**config.mk**
```make
export PLATFORM = sky130hd
export DESIGN_NAME = usb_trigger_gen
export DESIGN_NICKNAME = d
export VERILOG_FILES = /design/src/rtl/usb_trig_pkg.sv /design/src/rtl/usb_trigger_gen_sat_counter16.sv /design/src/rtl/usb_trigger_gen.sv
export SDC_FILE = /design/constraint.sdc
export NUM_CORES = 1
export LEC_CHECK = 0
export BUFFER_PORTS_ARGS = -buffer_cell sky130_fd_sc_hd__buf_4
export CORE_MARGIN = 3
export CORE_UTILIZATION = 63
export CTS_CLUSTER_DIAMETER = 100
export DETAILED_ROUTE_END_ITERATION = 8
export GPL_TIMING_DRIVEN = 0
export MAX_ROUTING_LAYER = met4
export PLACE_DENSITY = 0.89
export SLEW_MARGIN = 20
export SYNTH_ARGS = -nofsm -noshare
export SYNTH_HDL_FRONTEND = slang
export SYNTH_HIERARCHICAL = 1
export SYNTH_SLANG_ARGS = --single-unit
```
**constraint.sdc**
```tcl
create_clock -name fe_clk -period 6.7 [get_ports fe_clk]
set_clock_uncertainty 0.1 [all_clocks]
set_input_delay 0 -clock fe_clk [delete_from_list [all_inputs] [get_ports fe_clk]]
set_output_delay 0 -clock fe_clk [all_outputs]
set_load 0.01 [all_outputs]
```
**src/rtl/usb_trig_pkg.sv**
```systemverilog
// Shared definitions for the USB trigger generator: FSM state encoding and the
// saturation limit used by the event counters.
package usb_trig_pkg;

    typedef enum logic [1:0] {
        IDLE  = 2'd0,
        DELAY = 2'd1,
        PULSE = 2'd2
    } trig_state_e;

    localparam logic [15:0] SAT_MAX = 16'hFFFF;

endpackage

```
**src/rtl/usb_trigger_gen_sat_counter16.sv**
```systemverilog
// 16-bit event counter that sticks at SAT_MAX; a clear beats a simultaneous enable.
module sat_counter16
    import usb_trig_pkg::*;
(
    input  logic        fe_clk,
    input  logic        reset_n,
    input  logic        clr,
    input  logic        en,
    output logic [15:0] count
);

    function automatic logic [15:0] sat_inc(input logic [15:0] v);
        return (v == SAT_MAX) ? v : v + 16'd1;
    endfunction

    always_ff @(posedge fe_clk or negedge reset_n) begin
        if (!reset_n) begin
            count <= 16'h0;
        end else if (clr) begin
            count <= 16'h0;
        end else if (en) begin
            count <= sat_inc(count);
        end
    end

endmodule

```
**src/rtl/usb_trigger_gen.sv**
```systemverilog
// Turns a one-cycle pattern-match pulse into a delayed, programmable-width trigger.
// Define USB_TRIG_MISSED_CNT_EN to build the counter of matches dropped while busy.
module usb_trigger_gen
    import usb_trig_pkg::*;
#(
    parameter int pDELAY_WIDTH = 20,
    parameter int pWIDTH_WIDTH = 16
) (
    input  logic                    fe_clk,
    input  logic                    reset_n,
    input  logic                    I_arm,
    input  logic [pDELAY_WIDTH-1:0] I_delay,
    input  logic [pWIDTH_WIDTH-1:0] I_width,
    input  logic                    I_match_trigger,
    output logic                    O_trigger,
    output logic                    O_busy,
    output logic [15:0]             O_trig_count,
    output logic [15:0]             O_missed_count
);

    localparam logic [pDELAY_WIDTH-1:0] D_ONE = {{(pDELAY_WIDTH-1){1'b0}}, 1'b1};
    localparam logic [pWIDTH_WIDTH-1:0] W_ONE = {{(pWIDTH_WIDTH-1){1'b0}}, 1'b1};

    trig_state_e             state;
    logic                    arm_r;
    logic                    arm_rise;
    logic [pDELAY_WIDTH-1:0] dcnt;
    logic [pWIDTH_WIDTH-1:0] wcnt;
    logic [pWIDTH_WIDTH-1:0] wlen_m1;
    logic                    pulse_first;

    // A programmed width of zero still produces a one-cycle pulse.
    function automatic logic [pWIDTH_WIDTH-1:0] width_m1(input logic [pWIDTH_WIDTH-1:0] w);
        return (w == '0) ? '0 : w - W_ONE;
    endfunction

    assign arm_rise = I_arm & ~arm_r;

    always_ff @(posedge fe_clk or negedge reset_n) begin
        if (!reset_n) begin
            state       <= IDLE;
            arm_r       <= 1'b0;
            O_trigger   <= 1'b0;
            O_busy      <= 1'b0;
            dcnt        <= '0;
            wcnt        <= '0;
            wlen_m1     <= '0;
            pulse_first <= 1'b0;
        end else begin
            arm_r       <= I_arm;
            pulse_first <= 1'b0;
            case (state)
                IDLE: begin
                    if (I_match_trigger && I_arm) begin
                        wlen_m1 <= width_m1(I_width);
                        O_busy  <= 1'b1;
                        if (I_delay == '0) begin
                            state       <= PULSE;
                            wcnt        <= width_m1(I_width);
                            O_trigger   <= 1'b1;
                            pulse_first <= 1'b1;
                        end else begin
                            state <= DELAY;
                            dcnt  <= I_delay - D_ONE;
                        end
                    end
                end
                DELAY: begin
                    if (!I_arm) begin
                        state  <= IDLE;
                        O_busy <= 1'b0;
                    end else if (dcnt == '0) begin
                        state       <= PULSE;
                        wcnt        <= wlen_m1;
                        O_trigger   <= 1'b1;
                        pulse_first <= 1'b1;
                    end else begin
                        dcnt <= dcnt - D_ONE;
                    end
                end
                PULSE: begin
                    if (!I_arm || wcnt == '0) begin
                        state     <= IDLE;
                        O_trigger <= 1'b0;
                        O_busy    <= 1'b0;
                    end else begin
                        wcnt <= wcnt - W_ONE;
                    end
                end
                default: begin
                    state     <= IDLE;
                    O_trigger <= 1'b0;
                    O_busy    <= 1'b0;
                end
            endcase
        end
    end

    // Counting one cycle after PULSE entry lets an arm-edge clear and a same-cycle
    // zero-delay match both take effect, and still counts a pulse aborted early.
    sat_counter16 u_trig_cnt (
        .fe_clk  (fe_clk),
        .reset_n (reset_n),
        .clr     (arm_rise),
        .en      (pulse_first),
        .count   (O_trig_count)
    );

`ifdef USB_TRIG_MISSED_CNT_EN
    logic missed_en;

    assign missed_en = I_match_trigger && I_arm && (state != IDLE);

    sat_counter16 u_missed_cnt (
        .fe_clk  (fe_clk),
        .reset_n (reset_n),
        .clr     (arm_rise),
        .en      (missed_en),
        .count   (O_missed_count)
    );
`else
    assign O_missed_count = 16'h0;
`endif

endmodule

```
==> impl_results.md <==
* Area contributors post-synth: dfrtp_1 35%, nand2_1 5.0%, a21oi_1 4.6%
* Gr usage total at 0.337
* DRT Pass-1 Iters at 6
* Leakage power at 2.74 nW
* First-pass GRT wire length at around 26000 um
* CP endpoint kind: flip-flop
* Period minus WS final at approximately 4.8 ns
* Most used DFF post-synth: dfrtp_1
* Mapped cell area at 0.00531 mm^2
* H-Tree Depth at 3
* Final setup vio count at 0
* Finished layout cell area at 0.00650 mm^2
* Crit path cell chain: inv_1, ha_1, buf_6, buf_6, clkbuf_1, clkbuf_1, clkbuf_1, mux2i_1, ha_1, o211ai_2, nor4_1, nand2b_1, a21oi_1, a311oi_1
* 1st-iter DRT viols at a little under 600
* Fraction of layout instances using a drive strength above 1 at 0.171
* P&R area growth vs syn at 22.4%
* Clock latency on the worst-skew pair at 0.36 ns
* Most frequent cell after synthesis: dfrtp_1
* Via count at around 5600
* Fmax at 209 MHz
* Final hold vios at 0
* Netlist cell types at 74
* Status: finished clean
* Fin nets at 786
* Final WL at 15600 um
* ANT nets after route at 0
* Yosys top cell area share at 0.349
* Clock slew seen by the registers of the worst setup and hold paths at 0.08 ns
* Final HPWL DP at 10600 um
* Clk sinks at 74
* Critical path's slowest cell: nor4_1
* Maximum VDD drop at 0.234 mV
* Max cap viols at 0
* Relative slew slack at 0.369
* Worst slew pin tran at 0.946 ns
* Mean post-synth cell area at 8.61 um^2
* WP data required at 6.86 ns
* Core ar. at 0.00797 mm^2
* Die Wd at 97.8 um
* Slew Limit Fails at 0
* Largest net degree at the start of global routing at 75
* Drc violations at 0
* Antenna violations before repair at 0
* Placed cell area at 0.00592 mm^2
* Starting density of the core at 0.666
* RSZ-0062 raised after global routing: false
* Root buffer cell: clkbuf_8
* Total negative slack at 0 ns
* TritonCTS clock tree: yes
* Row count at 32
* Register area share after synthesis at 0.349
* Antenna cell count at 0
* Top-level port count at 74
* Synth cell count leaders: 74 x dfrtp_1, 71 x nand2_1, 49 x a21oi_1
* Met3 wire len at 1580 um
* Die height at 97.8 um
* Worst min path class: in -> reg
* Port Buf Inserts at 57
* Die area at 0.00957 mm^2
* Mapped Cells at between 600 and 700
* Crit-path max FO at 10
* Period Utilization, post-route at 0.713
* Kind of critical path: reg -> reg
* Max Used Layer: met4
* CP dominant cell by count: clkbuf_1
* PwrDens at between 300 and 400 mW/mm^2
* Post-synth EDFFs at 0
* Async SR Flop Fraction at 1.00
* Number of global-route vias before repair at 5423
* TritonCTS Buffers at 9
* Arrival time worst endpoint at 4.94 ns
* Clock Tree Buf Depth at 2
* Syn. warnings at 6
* GRT Residual Overflow at 0
* Routability cong. at 0.968
* Via/cell ratio at approximately 6.7
* Metal1 wirelength at 6230 um
* Area leader, netlist: dfrtp_1
* Met2 wire len at 7370 um
* Avg WL per Cell at roughly 18 um
* Critical path's largest stage delay at 0.63 ns
* Synth Register Bits at 74
* Worst setup SP type: flip-flop
-- per-stage QoR --
stage               power (mW)  instances  utilization  hold WS, ns  worst slack [ns]
floorplan                 1.56        632            -       -0.396              3.19
global placement          1.82        791        0.743       0.0191              2.25
detailed placement        1.88        791        0.743       0.0257              2.03
CTS                       2.26        845        0.815       0.0259              2.02
global route              2.45        845        0.816       0.0363              1.56
finish                    2.30        845        0.816       0.0395              1.92
-- registers in the layout, summed over array words and instances (netlist names), 2 cells and up --
register / count
u_trig_cnt/count: 16
wlen_m1: 16
dcnt: 20
wcnt: 16
state: 2
-- routing by layer --
layer / vias up / global-route usage
met5: - / -
met3: 62 / 0.0600
met4: 0 / 0.137
li1: 2525 / -
met1: 2642 / 0.416
met2: 394 / 0.549
-- cell type report --
cell class | instances | area (um^2)
multi-input cells | 501 | 3200
flip-flops and latches | 74 | 1850
fillers | 519 | 1470
repair buffers | 95 | 808
plain buffers | 42 | 260
clock buffers | 10 | 128
well taps | 102 | 128
clock inverters | 6 | 65.1
inverters | 15 | 56.3
-- cells in the final DEF (no fill, tap or decap), types with 7 or more instances in the layout --
cell,Yosys,final
mux2i_1,9,9
xnor2_1,20,20
nor3_1,20,20
o21ai_0,44,44
clkbuf_1,13,14
buf_2,7,7
dlygate4sd3_1,0,38
dfrtp_1,74,74
clkbuf_8,0,9
ha_1,8,8
nand2_1,71,71
a311oi_1,7,7
nor2_1,34,34
or3_1,8,8
buf_4,17,74
nand3_1,17,17
o22ai_1,9,9
conb_1,1,16
nor4_1,15,14
a21oi_1,49,49
xor2_1,16,16
nand4_1,17,17
o31ai_1,15,15
nand2b_1,9,9
or4_1,7,7
mux2_2,7,7
inv_1,13,13
-- report_power, final --
group          internal, mW  switching, mW  leakage (nW)
clock                 0.174          0.184        0.0971
sequential            0.611          0.185         0.930
combinational         0.472          0.678          1.71
-- what timing repair did --
item                      4_1_cts  5_1_grt
buffers inserted                0        0
hold endpoints to repair      112        0
hold buffers                   38        0
resized for setup               0        0
-- worst max-delay path, delay by kind of cell (launching register included) --
kind                       cells  cell delay (ns)
adders and majority gates      2             0.58
buffers and inverters          6             1.89
AOI/OAI and AO/OA              3             0.61
DFF                            1             0.41
and+or+nand+nor                2             0.81
muxes                          1             0.27
-- path summary, 6_finish.rpt --
kind / start / endpoint / slack (ns) / cells after the start
setup / recovery: state[1] / dcnt[12] / 1.92 / 14
hold / removal: I_delay[11] / dcnt[11] / 0.04 / 5
setup reg to reg: state[1] / dcnt[12] / 1.92 / 14
hold reg to reg: wlen_m1[5] / wlen_m1[5] / 0.39 / 2
max in group asynchronous: reset_n / wcnt[1] / 5.67 / 2
min in group asynchronous: reset_n / dcnt[16] / 0.22 / 2
-- cell families after synthesis --
group | synth area share
buffers and inverters | 0.0596
AOI/OAI and AO/OA | 0.210
adders and majority gates | 0.0189
and+or+nand+nor | 0.266
xor gates and xnor gates | 0.0594
muxes | 0.0368
DFF | 0.349
other | 0.000706
Note: power is estimated with default switching activity, not from simulation.
